--- config.mk ---
export PLATFORM = sky130hd
export DESIGN_NAME = lsu_rmw
export DESIGN_NICKNAME = d
export VERILOG_FILES = /design/src/rtl/lsu_pkg.sv /design/src/rtl/lsu_lane.sv /design/src/rtl/lsu_rmw.sv
export SDC_FILE = /design/constraint.sdc
export NUM_CORES = 1
export LEC_CHECK = 0
export CORE_AREA = 2 2 125 127
export CTS_CLUSTER_SIZE = 20
export DETAILED_ROUTE_END_ITERATION = 10
export DIE_AREA = 0 0 127 129
export PLACE_DENSITY = 0.85
export SETUP_SLACK_MARGIN = 0.3
export SYNTH_ARGS = -nofsm -noshare
export SYNTH_HDL_FRONTEND = slang
export SYNTH_SLANG_ARGS = --single-unit
--- constraint.sdc ---
create_clock -name clk -period 5.35 [get_ports clk]
set_clock_uncertainty 0.2 [all_clocks]
set_input_delay 1.3375 -clock clk [delete_from_list [all_inputs] [get_ports clk]]
set_output_delay 1.3375 -clock clk [all_outputs]
set_load 0.03 [all_outputs]
--- src/rtl/lsu_pkg.sv ---
// Shared encodings for the load/store RMW initiator: access widths, FSM states and the
// word-alignment mask.
package lsu_pkg;

    localparam logic [1:0] W_WORD = 2'b00;
    localparam logic [1:0] W_HALF = 2'b01;
    localparam logic [1:0] W_BYTE = 2'b10;
    localparam logic [1:0] W_RSVD = 2'b11;

    localparam logic [31:0] WORD_ADDR_MASK = 32'hFFFF_FFFC;

    typedef enum logic [1:0] {
        S_IDLE = 2'b00,
        S_RD   = 2'b01,
        S_WR   = 2'b10,
        S_RESP = 2'b11
    } state_e;

    // Byte offset inside the word, with bits below the access size dropped.
    function automatic logic [1:0] lane_off(input logic [1:0] width, input logic [1:0] addr_lo);
        logic [1:0] off;
        case (width)
            W_BYTE:  off = addr_lo;
            W_HALF:  off = {addr_lo[1], 1'b0};
            default: off = 2'b00;
        endcase
        return off;
    endfunction

endpackage

--- src/rtl/lsu_lane.sv ---
// Lane logic for sub-word accesses: extracts and extends load data, and merges store
// data into the previously read word.
module lsu_lane
    import lsu_pkg::*;
(
    input  logic [1:0]  width,
    input  logic        sign,
    input  logic [1:0]  off,
    input  logic [31:0] rd_word,
    input  logic [31:0] st_data,
    output logic [31:0] ld_data,
    output logic [31:0] merged
);

    logic [7:0]  byte_v;
    logic [15:0] half_v;

    assign byte_v = rd_word[{off, 3'b000} +: 8];
    assign half_v = off[1] ? rd_word[31:16] : rd_word[15:0];

    always_comb begin
        ld_data = rd_word;
        merged  = st_data;
        case (width)
            W_BYTE: begin
                ld_data = {{24{sign & byte_v[7]}}, byte_v};
                merged  = rd_word;
                merged[{off, 3'b000} +: 8] = st_data[7:0];
            end
            W_HALF: begin
                ld_data = {{16{sign & half_v[15]}}, half_v};
                merged  = off[1] ? {st_data[15:0], rd_word[15:0]}
                                 : {rd_word[31:16], st_data[15:0]};
            end
            default: begin
                ld_data = rd_word;
                merged  = st_data;
            end
        endcase
    end

endmodule

--- src/rtl/lsu_rmw.sv ---
// Load/store initiator for a word-only data memory; sub-word stores use read-modify-write.
// Optional alignment/width fault reporting is enabled by defining ALIGN_CHECK_EN.
//
// state  | meaning
// S_IDLE | ready for a request
// S_RD   | memory read: load data capture, or old word fetch for sb/sh
// S_WR   | memory write of full word (sw) or merged word (sb/sh)
// S_RESP | one-cycle completion pulse
module lsu_rmw
    import lsu_pkg::*;
#(
    parameter logic [31:0] ADDR_MASK = 32'h0000_3FFF
) (
    input  logic        clk,
    input  logic        reset,
    input  logic        req_valid,
    output logic        req_ready,
    input  logic        req_we,
    input  logic [1:0]  req_width,
    input  logic        req_sign,
    input  logic [31:0] req_addr,
    input  logic [31:0] req_wdata,
    input  logic [31:0] req_pc,
    output logic        resp_valid,
    output logic [31:0] resp_rdata,
    output logic        resp_exc,
    output logic        mem_we,
    output logic [31:0] mem_addr,
    output logic [31:0] mem_wd,
    input  logic [31:0] mem_rd,
    output logic [31:0] mem_pc
);

    state_e      state_q, state_d;
    logic        req_ready_q, req_ready_d;
    logic        resp_valid_q, resp_valid_d;
    logic [31:0] resp_rdata_q, resp_rdata_d;
    logic        resp_exc_q, resp_exc_d;
    logic        mem_we_q, mem_we_d;
    logic [31:0] mem_addr_q, mem_addr_d;
    logic [31:0] mem_wd_q, mem_wd_d;
    logic [31:0] mem_pc_q, mem_pc_d;
    logic        op_we_q, op_we_d;
    logic [1:0]  op_width_q, op_width_d;
    logic        op_sign_q, op_sign_d;
    logic [1:0]  op_off_q, op_off_d;
    logic [31:0] op_wdata_q, op_wdata_d;

    logic        accept;
    logic        fault;
    logic [1:0]  width_n;
    logic [31:0] ld_data;
    logic [31:0] merged;

`ifdef ALIGN_CHECK_EN
    assign fault   = (req_width == W_RSVD)
                   || ((req_width == W_HALF) && req_addr[0])
                   || ((req_width == W_WORD) && (req_addr[1:0] != 2'b00));
    assign width_n = req_width;
`else
    assign fault   = 1'b0;
    assign width_n = (req_width == W_RSVD) ? W_WORD : req_width;
`endif

    assign accept = req_valid & req_ready_q;

    lsu_lane u_lane (
        .width   (op_width_q),
        .sign    (op_sign_q),
        .off     (op_off_q),
        .rd_word (mem_rd),
        .st_data (op_wdata_q),
        .ld_data (ld_data),
        .merged  (merged)
    );

    always_comb begin
        state_d      = state_q;
        resp_valid_d = 1'b0;
        resp_exc_d   = 1'b0;
        resp_rdata_d = resp_rdata_q;
        mem_we_d     = 1'b0;
        mem_addr_d   = mem_addr_q;
        mem_wd_d     = mem_wd_q;
        mem_pc_d     = mem_pc_q;
        op_we_d      = op_we_q;
        op_width_d   = op_width_q;
        op_sign_d    = op_sign_q;
        op_off_d     = op_off_q;
        op_wdata_d   = op_wdata_q;

        case (state_q)
            S_IDLE: begin
                if (accept) begin
                    mem_pc_d   = req_pc;
                    op_we_d    = req_we;
                    op_width_d = width_n;
                    op_sign_d  = req_sign;
                    op_off_d   = lane_off(width_n, req_addr[1:0]);
                    op_wdata_d = req_wdata;
                    if (fault) begin
                        state_d      = S_RESP;
                        resp_valid_d = 1'b1;
                        resp_exc_d   = 1'b1;
                        resp_rdata_d = 32'h0;
                    end else begin
                        mem_addr_d = req_addr & ADDR_MASK & WORD_ADDR_MASK;
                        // Full-word stores skip the read; nothing to merge.
                        if (req_we && (width_n == W_WORD)) begin
                            state_d  = S_WR;
                            mem_we_d = 1'b1;
                            mem_wd_d = req_wdata;
                        end else begin
                            state_d = S_RD;
                        end
                    end
                end
            end
            S_RD: begin
                if (op_we_q) begin
                    state_d  = S_WR;
                    mem_we_d = 1'b1;
                    mem_wd_d = merged;
                end else begin
                    state_d      = S_RESP;
                    resp_valid_d = 1'b1;
                    resp_rdata_d = ld_data;
                end
            end
            S_WR: begin
                state_d      = S_RESP;
                resp_valid_d = 1'b1;
                resp_rdata_d = 32'h0;
            end
            default: begin
                state_d = S_IDLE;
            end
        endcase

        req_ready_d = (state_d == S_IDLE);
    end

    always_ff @(posedge clk) begin
        if (reset) begin
            state_q      <= S_IDLE;
            req_ready_q  <= 1'b1;
            resp_valid_q <= 1'b0;
            resp_rdata_q <= 32'h0;
            resp_exc_q   <= 1'b0;
            mem_we_q     <= 1'b0;
            mem_addr_q   <= 32'h0;
            mem_wd_q     <= 32'h0;
            mem_pc_q     <= 32'h0;
            op_we_q      <= 1'b0;
            op_width_q   <= W_WORD;
            op_sign_q    <= 1'b0;
            op_off_q     <= 2'b00;
            op_wdata_q   <= 32'h0;
        end else begin
            state_q      <= state_d;
            req_ready_q  <= req_ready_d;
            resp_valid_q <= resp_valid_d;
            resp_rdata_q <= resp_rdata_d;
            resp_exc_q   <= resp_exc_d;
            mem_we_q     <= mem_we_d;
            mem_addr_q   <= mem_addr_d;
            mem_wd_q     <= mem_wd_d;
            mem_pc_q     <= mem_pc_d;
            op_we_q      <= op_we_d;
            op_width_q   <= op_width_d;
            op_sign_q    <= op_sign_d;
            op_off_q     <= op_off_d;
            op_wdata_q   <= op_wdata_d;
        end
    end

    // Write enable drops in the reset cycle itself so an abandoned RMW never lands.
    assign mem_we     = mem_we_q & ~reset;
    assign req_ready  = req_ready_q;
    assign resp_valid = resp_valid_q;
    assign resp_rdata = resp_rdata_q;
    assign resp_exc   = resp_exc_q;
    assign mem_addr   = mem_addr_q;
    assign mem_wd     = mem_wd_q;
    assign mem_pc     = mem_pc_q;

endmodule

==> metrics.cfg, run 1 <==
[sta]
fin_crit_sh_pct = 72.0
slew_headroom_pct = 19.8
finalCriticalPeriod_ps = 3850
max_freq_mhz = 260
setup-tns-final_ps = 0
hold_ws_ps = 249
hold_viol = 0
worstMarginPinSlew_ps = 1200
rsz0062_at_grt = false
setup_viol = 0
finalMaxSlewViolations = 0

[global_routing]
grtUsageTotal_pct = 27.8
grt_max_degree = 63
grt_first_pass_wirelength_mm = 35.8
grt_overflow_total = 0
grt_pass1_vias = 6640
antenna_found_initial = 0

[routing]
drt-initial-drc-count = 649
post_drt_wl_per_cell_microns = 19.0
vias = 7145
wirelength_mm = 23.3
first_pass_iters = 6
antenna_left = 0
drc = 0
vias_per_cell = 5.84

[min_path]
hold_depth = 2
holdPathEnd = op_wdata_q[24]
hp-start = op_wdata_q[24]
hold_path_class = flop to flop

[setup_path]
critPathLaunchType = input port
required_ps = 3810
end_kind = output pin
r2r-end = resp_rdata[5]
cp_max_fo = 2
r2r_cells = 7
arrival_ps = 2310
rrSetupSlack_ps = 2110
r2r_start = state_q[1]
path_class = input port to output pin

[synthesis]
syn_inst = 835
synthTopCellsByCount = nand2_1, dfxtp_1, a21oi_1
synth_top_area_share_pct = 42.5
syn_avg_cell_area_sq_um = 8.51
async_reset_ff_share_pct = 0
ys_types = 56
synth-seq-cells = 151
synth-edff-count = 0
syn_area_sq_um = 7110
yosys.area.top_type = dfxtp_1
synth.most_common_cell = nand2_1
yosys-top-cells-area = dfxtp_1, nand2_1, a21oi_1
yosysWarnings = 0
ys.flop_type = dfxtp_1
seq_area_frac_synth_pct = 42.5

[floorplan]
dieArea_sq_um = 16400
fp-row-count = 45
io_pins = 267
die_w_microns = 127
die_h_microns = 129
core_area_sq_um = 15000
initial_core_util_pct = 47.5

[clocking]
h-tree-depth = 4
clk_pin_slew_ps = 60
post-cts-setup-buffers = 0
post_cts_resized = 0
clk_path_buf_depth = 2
clock_latency_ps = 420
cts_inserted_buffers = 17
cts_hold_buf = 0
root_buffer = clkbuf_16
cts_sinks = 151
cts_tree = done

[placed_design]
hpwl_mm = 16.2
port_buffers = 227
place.gp.congestion = 0.934

[power_and_ir_drop]
power_leakage_nw = 3.46
pwr-share-clk_pct = 25.7
combPwrFrac_pct = 41.8
p_per_area_nw_per_um2 = 484
power.switching_mw = 1.90
p_seq_share_pct = 32.5
vdd_drop_max_uv = 318
p_sw_share_pct = 39.7
p_int_mw = 2.89

[cells_and_area]
fin_nets = 1173
drive_gt1_share_pct = 7.72
area_growth_pct = 39.5
diodes = 0

[flow_run]
drv_cap = 0

[status]
status = completed

-- registers in the layout (all words and copies together) (netlist names) --
| name | cells |
|---|---|
| mem_pc | 32 |
| mem_wd | 32 |
| op_wdata_q | 32 |
| resp_rdata | 32 |
| mem_addr | 12 |
| op_off_q | 2 |
| op_width_q | 2 |
| state_q | 2 |
| mem_we_q | 1 |
| op_sign_q | 1 |
| op_we_q | 1 |
| req_ready | 1 |
| resp_valid | 1 |
-- worst max-delay path, stage by stage --
cell             delay (ps)
buf_4                   140
nor2b_1                 110
clkdlybuf4s50_1         730
-- per-layer routing --
metal / routed length (microns) / up-vias / global-route usage (%)
met5: 0 / - / 0
met4: 931 / 0 / 13.6
met3: 2770 / 66 / 9.94
met2: 10500 / 447 / 44.2
met1: 9130 / 3310 / 33.7
li1: - / 3322 / -
-- cell usage in the layout, fill, tap and decap left out, types with 14 or more instances in the layout --
cell	instances
clkdlybuf4s50_1	226
conb_1	21
a21oi_1	99
o2bb2ai_1	38
ha_1	14
inv_1	19
clkbuf_16	17
dfxtp_1	151
a221oi_1	24
a22oi_1	19
o211ai_1	21
nand2_1	183
o21ai_0	40
mux2_2	23
-- metrics by stage --
step	util (%)	setup WS [ps]	total power, mW	instance area [sq um]	cells
after floorplan	-	1640	2.82	7180	855
after global placement	62.1	1500	3.53	9300	1193
after detailed placement	62.1	1520	3.56	9300	1193
after CTS	66.2	1500	4.80	9910	1224
after global routing	66.2	1450	5.03	9910	1224
final	66.2	1500	4.80	9910	1224
-- cells by family after synthesis --
family | after synthesis | synth area share (%)
multiplexers | 26 | 4.14
flip-flops | 151 | 42.5
buffers and inverters | 108 | 7.73
AO/OA/AOI/OAI | 294 | 28.2
adder cells (fa/ha/maj) | 14 | 2.46
AND/OR/NAND/NOR | 241 | 14.9
other | 1 | 0.0528
-- cell type report --
| type | instances | area [sq um] |
|---|---|---|
| fill | 1222 | 5070 |
| timing repair buffer | 238 | 2350 |
| multi-input combinational | 596 | 3620 |
| clock inverter | 11 | 150 |
| tap | 188 | 235 |
| clock buffer | 20 | 457 |
| inverter | 20 | 75.1 |
| sequential | 151 | 3020 |
-- worst max path at each step --
stage	startpoint	slack [ps]	end	depth (start not counted)
after floorplan	reset	1640	mem_we	3
after global placement	reset	1500	mem_we	3
after detailed placement	reset	1520	mem_we	3
after CTS	reset	1500	mem_we	3
after global routing	reset	1450	mem_we	3
final	reset	1500	mem_we	3
-- power by group through the flow --
stage                     logic (mW)  clock network (mW)  registers, mW
after floorplan                0.899                   0           1.92
after global placement          1.96                   0           1.57
after detailed placement        1.99                   0           1.58
after CTS                       2.00                1.25           1.56
after global routing            2.14                1.30           1.58
final                           2.00                1.23           1.56
Note: power is estimated with default switching activity, not from simulation.
==> run 2, diff against run 1 <==
CORE_AREA = 2 2 137 139   (was 2 2 125 127)
DIE_AREA = 0 0 139 141   (was 0 0 127 129)
PLACE_DENSITY = 0.75   (was 0.85)
clock period = 3.1 ns   (was 5.35 ns; I/O delays follow)
==> run 2 against run 1 <==
Global-route usage shrank 4.3 points; final area grew 1.8%; combinational power grew 78%; critical path type is now flop to output pin; largest power group unchanged; sequential share of layout area shrank 0.54 points; utilization shrank 11 points; register-to-register slack lost 1600 ps; die area grew 20%.
==> metrics.cfg, run 2 (synthesized netlist as in run 1, its figures left out) <==
[setup_path]
cp_top_family = buffers and inverters
r2r_cells = 6  ; -1
path_class = flop to output pin
r2r_start = op_width_q[0]
critPathLaunchType = flop
end_kind = output pin
rrSetupSlack_ps = 550  ; -1560 ps
r2r-end = mem_wd[15]
critical_path.max_stage_delay_ps = 740  ; about the same
cp_max_fo = 6  ; +4
crit_chain = clkdlybuf4s50_1
arrival_ps = 1610  ; -700 ps
slowest_stage = clkdlybuf4s50_1
path_buf_inv = 1  ; -1
required_ps = 2120  ; -1690 ps

[sta]
slew_headroom_pct = 18.6  ; -1.2 points
hold_ws_ps = 249  ; +0.710 ps
fin_crit_sh_pct = 83.4
max_freq_mhz = 387
setup_viol = 0  ; unchanged
finalMaxSlewViolations = 0  ; unchanged
worstMarginPinSlew_ps = 1220  ; +22.5 ps
hold_viol = 0  ; unchanged
finalCriticalPeriod_ps = 2580
setup-tns-final_ps = 0  ; unchanged
rsz0062_at_grt = false

[routing]
antenna_left = 0  ; unchanged
vias_per_cell = 5.43  ; -6.9%
drt-initial-drc-count = 595  ; -8.3%
first_pass_iters = 5  ; -1
drc = 0  ; unchanged
wirelength_mm = 23.7  ; +1.6%
vias = 6999  ; -2.0%
post_drt_wl_per_cell_microns = 18.4  ; -3.4%

[floorplan]
die_h_microns = 141  ; +9.3%
die_w_microns = 139  ; +9.4%
io_pins = 267  ; unchanged
initial_core_util_pct = 38.9  ; -8.5 points
dieArea_sq_um = 19600  ; +20%
fp-row-count = 50  ; +11%
core_area_sq_um = 18300  ; +22%

[flow_run]
drv_cap = 0  ; unchanged

[placed_design]
place.gp.congestion = 0.950  ; +1.7%
port_buffers = 227  ; unchanged
place_inst = 1256  ; +5.3%
hpwl_mm = 17.2  ; +5.9%

[power_and_ir_drop]
vdd_drop_max_uv = 494  ; +55%
power_leakage_nw = 3.55  ; +2.7%
total_power_mw = 8.29  ; +73%
p_per_area_nw_per_um2 = 822  ; +70%

[cells_and_area]
final_common_cell = clkdlybuf4s50_1
fin_nets = 1190  ; +1.4%
area_growth_pct = 42.0
drive_gt1_share_pct = 9.49  ; +1.8 points
diodes = 0  ; unchanged
final_cell_mix = clkdlybuf4s50_1, nand2_1, dfxtp_1
final_cells = 1288  ; +5.2%
utilization_pct = 55.2  ; -11 points

[global_routing]
antenna_found_initial = 2  ; +2
grt_max_degree = 56  ; -11%
grt_overflow_total = 0  ; unchanged
grtUsageTotal_pct = 23.6  ; -4.3 points
grt_first_pass_wirelength_mm = 36.6  ; +2.3%
grt_pass1_vias = 6574  ; -0.99%

[clocking]
cts_tree = done
post-cts-setup-buffers = 0  ; unchanged
post_cts_resized = 0  ; unchanged
cts_sinks = 151  ; unchanged
h-tree-depth = 4  ; unchanged
clk_pin_slew_ps = 60  ; about the same
clock_latency_ps = 420  ; about the same
root_buffer = clkbuf_16
cts_hold_buf = 0  ; unchanged
cts_inserted_buffers = 17  ; unchanged
clk_path_buf_depth = 2  ; unchanged

[min_path]
holdPathEnd = op_wdata_q[23]
hold_path_class = flop to flop
hold_depth = 2  ; unchanged
hp-start = op_wdata_q[23]

[status]
status = completed

==> run 2: cell types whose count changed in the layout (fill, tap and decap cells not counted), sizes merged, moves of 2 or more <==
cell,previous run,this run
buf,12,30
clkinv,3,7
clkbuf,20,17
inv,20,23
clkinvlp,5,3
==> run 2: cell type report <==
type | instances | area, sq um
Inverter | 20 | 75.1
Timing Repair Buffer | 255 | 2500
Fill cell | 1678 | 8180
Clock buffer | 17 | 425
Multi-Input combinational cell | 596 | 3620
Tap cell | 234 | 293
Clock inverter | 15 | 151
Sequential cell | 151 | 3020
==> run 2: worst max path at each step <==
stage	start	endpoint	cells after the start
floorplan	reset	mem_we	3
global placement	req_width[0]	mem_wd[2]	8
detailed placement	req_width[0]	mem_wd[17]	8
CTS	req_ready	req_ready	1
global route	op_width_q[0]	mem_wd[15]	6
finish	req_ready	req_ready	1
==> run 2: per-stage QoR <==
stage                     cell area, sq um  setup slack, ps
after detailed placement              9510              158
after global placement                9510              175
final                                10100              516
after CTS                            10100              502
after floorplan                       7180              516
after global routing                 10100              347
==> run 2: per-layer routing <==
metal / track usage (%) / wire, microns
met2: 37.2 / 10800
met1: 29.7 / 9920
met5: 0 / 11
met4: 8.08 / 554
met3: 8.90 / 2440
==> run 2: where the power goes <==
group,switching (mW),internal [mW]
Clock,0.859,1.19
Sequential,0.298,2.39
Combinational,2.17,1.39
==> run 3, diff against run 2 <==
clock period = 2.2 ns   (was 3.1 ns; I/O delays follow)
==> run 3 against run 2 <==
Final area up 16%; clock-buffer cell count increased by 2; sequential power is 45% higher; combinational power up 78%; final cell count rose by 6.6%; sequential share of layout area fell by 4.1 points; critical endpoint is now mem_wd[24].
==> metrics.cfg, run 3 (synthesized netlist as in run 1, its figures left out) <==
[global_routing]
grtUsageTotal_pct = 26.9  ; +3.3 points
grt_max_degree = 45  ; -20%
grt_overflow_total = 0  ; unchanged
grt_first_pass_wirelength_mm = 41.4  ; +13%
antenna_found_initial = 2  ; unchanged
grt_pass1_vias = 7542  ; +15%

[sta]
hold_viol = 0  ; unchanged
max_freq_mhz = 483
setup_viol = 0  ; unchanged
rsz0062_at_grt = true
hold_ws_ps = 251  ; +1.95 ps
finalMaxSlewViolations = 0  ; unchanged
fin_crit_sh_pct = 94.2
final.setup.worst_slack_ps = 129  ; -387 ps
slew_headroom_pct = 60.7  ; +42 points
finalCriticalPeriod_ps = 2070
worstMarginPinSlew_ps = 589  ; -630 ps

[routing]
antenna_left = 0  ; unchanged
drt-initial-drc-count = 640  ; +7.6%
wl_met2_mm = 13.4  ; +24%
dr.max_layer_used = met4
first_pass_iters = 5  ; unchanged
wl_met1_mm = 10.3  ; +3.7%
vias_per_cell = 5.73  ; +5.5%
wirelength_mm = 28.0  ; +18%
vias = 7871  ; +12%
wl_met3_mm = 3.05  ; +25%
drc = 0  ; unchanged
post_drt_wl_per_cell_microns = 20.4  ; +11%

[setup_path]
cp-endpoint = mem_wd[24]
end_kind = flop
r2r_start = op_off_q[1]
r2r_cells = 8  ; +2
arrival_ps = 2240  ; +630 ps
rrSetupSlack_ps = 130  ; -420 ps
required_ps = 2370  ; +250 ps
critPathLaunchType = flop
r2r-end = mem_wd[24]
cp_max_fo = 7  ; +1
cp-startpoint = op_off_q[1]
path_class = flop to flop

[floorplan]
fp-row-count = 50  ; unchanged
die_h_microns = 141  ; unchanged
die_w_microns = 139  ; unchanged
io_pins = 267  ; unchanged
dieArea_sq_um = 19600  ; unchanged
core_area_sq_um = 18300  ; unchanged
initial_core_util_pct = 38.9  ; unchanged

[power_and_ir_drop]
p_per_area_nw_per_um2 = 1120  ; +37%
power_leakage_nw = 4.43  ; +25%
vdd_drop_max_uv = 707  ; +43%

[cells_and_area]
final_cell_mix = nand2_1, dfxtp_1, clkdlybuf4s50_1
fin_nets = 1273  ; +7.0%
area_growth_pct = 65.2
nFillCells = 1430  ; -15%
drive_gt1_share_pct = 34.3  ; +25 points
final_common_cell = nand2_1

[clocking]
h-tree-depth = 4  ; unchanged
clk_path_buf_depth = 2  ; unchanged
clk_pin_slew_ps = 60  ; about the same
cts_inserted_buffers = 17  ; unchanged
root_buffer = clkbuf_16
cts_hold_buf = 0  ; unchanged
clock_latency_ps = 430  ; about the same
cts_tree = done
cts_sinks = 151  ; unchanged

[min_path]
hold_path_class = flop to flop

[placed_design]
hpwl_mm = 18.2  ; +5.7%
place_ws_ps = -666  ; -824 ps
port_buffers = 227  ; unchanged
place.gp.congestion = 0.928  ; -2.3%

[status]
status = completed

[flow_run]
drv_cap = 0  ; unchanged

[run 3: cell count changes in the layout (fill, tap and decap cells not counted), sizes merged]
cell,previous run,this run
dlygate4sd2,0,3
nor2b,8,9
bufbuf,0,1
buf,30,122
diode,0,2
clkbuf,17,37
clkinvlp,3,2
clkdlybuf4s15,0,83
dlymetal6s2s,0,3
inv,23,22
clkdlybuf4s50,225,107
[run 3: stage by stage]
step / utilization (%) / TNS [ps] / power, mW / cell area (sq um) / instances
after detailed placement: 54.7 / -26430 / 9.02 / 10000 / 1300
after global placement: 54.7 / -23460 / 8.95 / 10000 / 1300
after floorplan: - / 0 / 6.93 / 7310 / 855
final: 64.3 / 0 / 13.2 / 11700 / 1373
after CTS: 62.5 / 0 / 12.8 / 11400 / 1357
after global routing: 64.3 / 0 / 13.8 / 11700 / 1372
[run 3: cell type report]
type | count | area, sq um | share of cell area, %
repair buffers | 337 | 3430 | 29.2
well taps | 234 | 293 | 2.49
flip-flops and latches | 151 | 3040 | 25.9
clock buffers | 19 | 454 | 3.87
inverters | 20 | 92.6 | 0.788
clock inverters | 13 | 146 | 1.25
diodes | 2 | 5.00 | 0.0426
multi-input cells | 597 | 4290 | 36.5
[run 3: worst min path at each step]
| stage | start | endpoint | slack [ps] | cells after the start |
|---|---|---|---|---|
| after CTS | op_wdata_q[25] | op_wdata_q[25] | 250 | 2 |
| after global placement | op_wdata_q[25] | op_wdata_q[25] | 240 | 2 |
| after detailed placement | op_wdata_q[25] | op_wdata_q[25] | 240 | 2 |
| after global routing | mem_pc[9] | mem_pc[9] | 270 | 2 |
| final | mem_addr[9] | mem_addr[9] | 250 | 2 |
| after floorplan | op_wdata_q[16] | op_wdata_q[16] | 230 | 2 |
[run 3: metal layers]
layer	vias to the layer above	GRT usage [%]
li1	3550	-
met1	3683	31.6
met2	534	44.7
met3	104	9.38
met4	0	11.6
met5	-	0
[run 3: worst max-delay path, stage by stage (launching register included)]
cell and delay [ps]:
dfxtp_4 420, inv_4 70, ha_4 180, nand3b_1 270
nor3b_4 270, buf_4 220, a21oi_1 80, buf_4 170
o2bb2ai_4 120
[run 3: timing repair]
action                                  4_1_cts  5_1_grt
buffers inserted                             18       11
pin swaps                                    36       16
gates resized for setup                     427       92
endpoints found under the setup margin      176      126
gates cloned                                  7        3
[run 3: report_power, final]
part           internal [mW]  switching [mW]  total, mW
sequential              3.37           0.519       3.89
combinational           2.68            3.65       6.33
clock                   1.75            1.23       2.98
total                   7.80            5.39       13.2
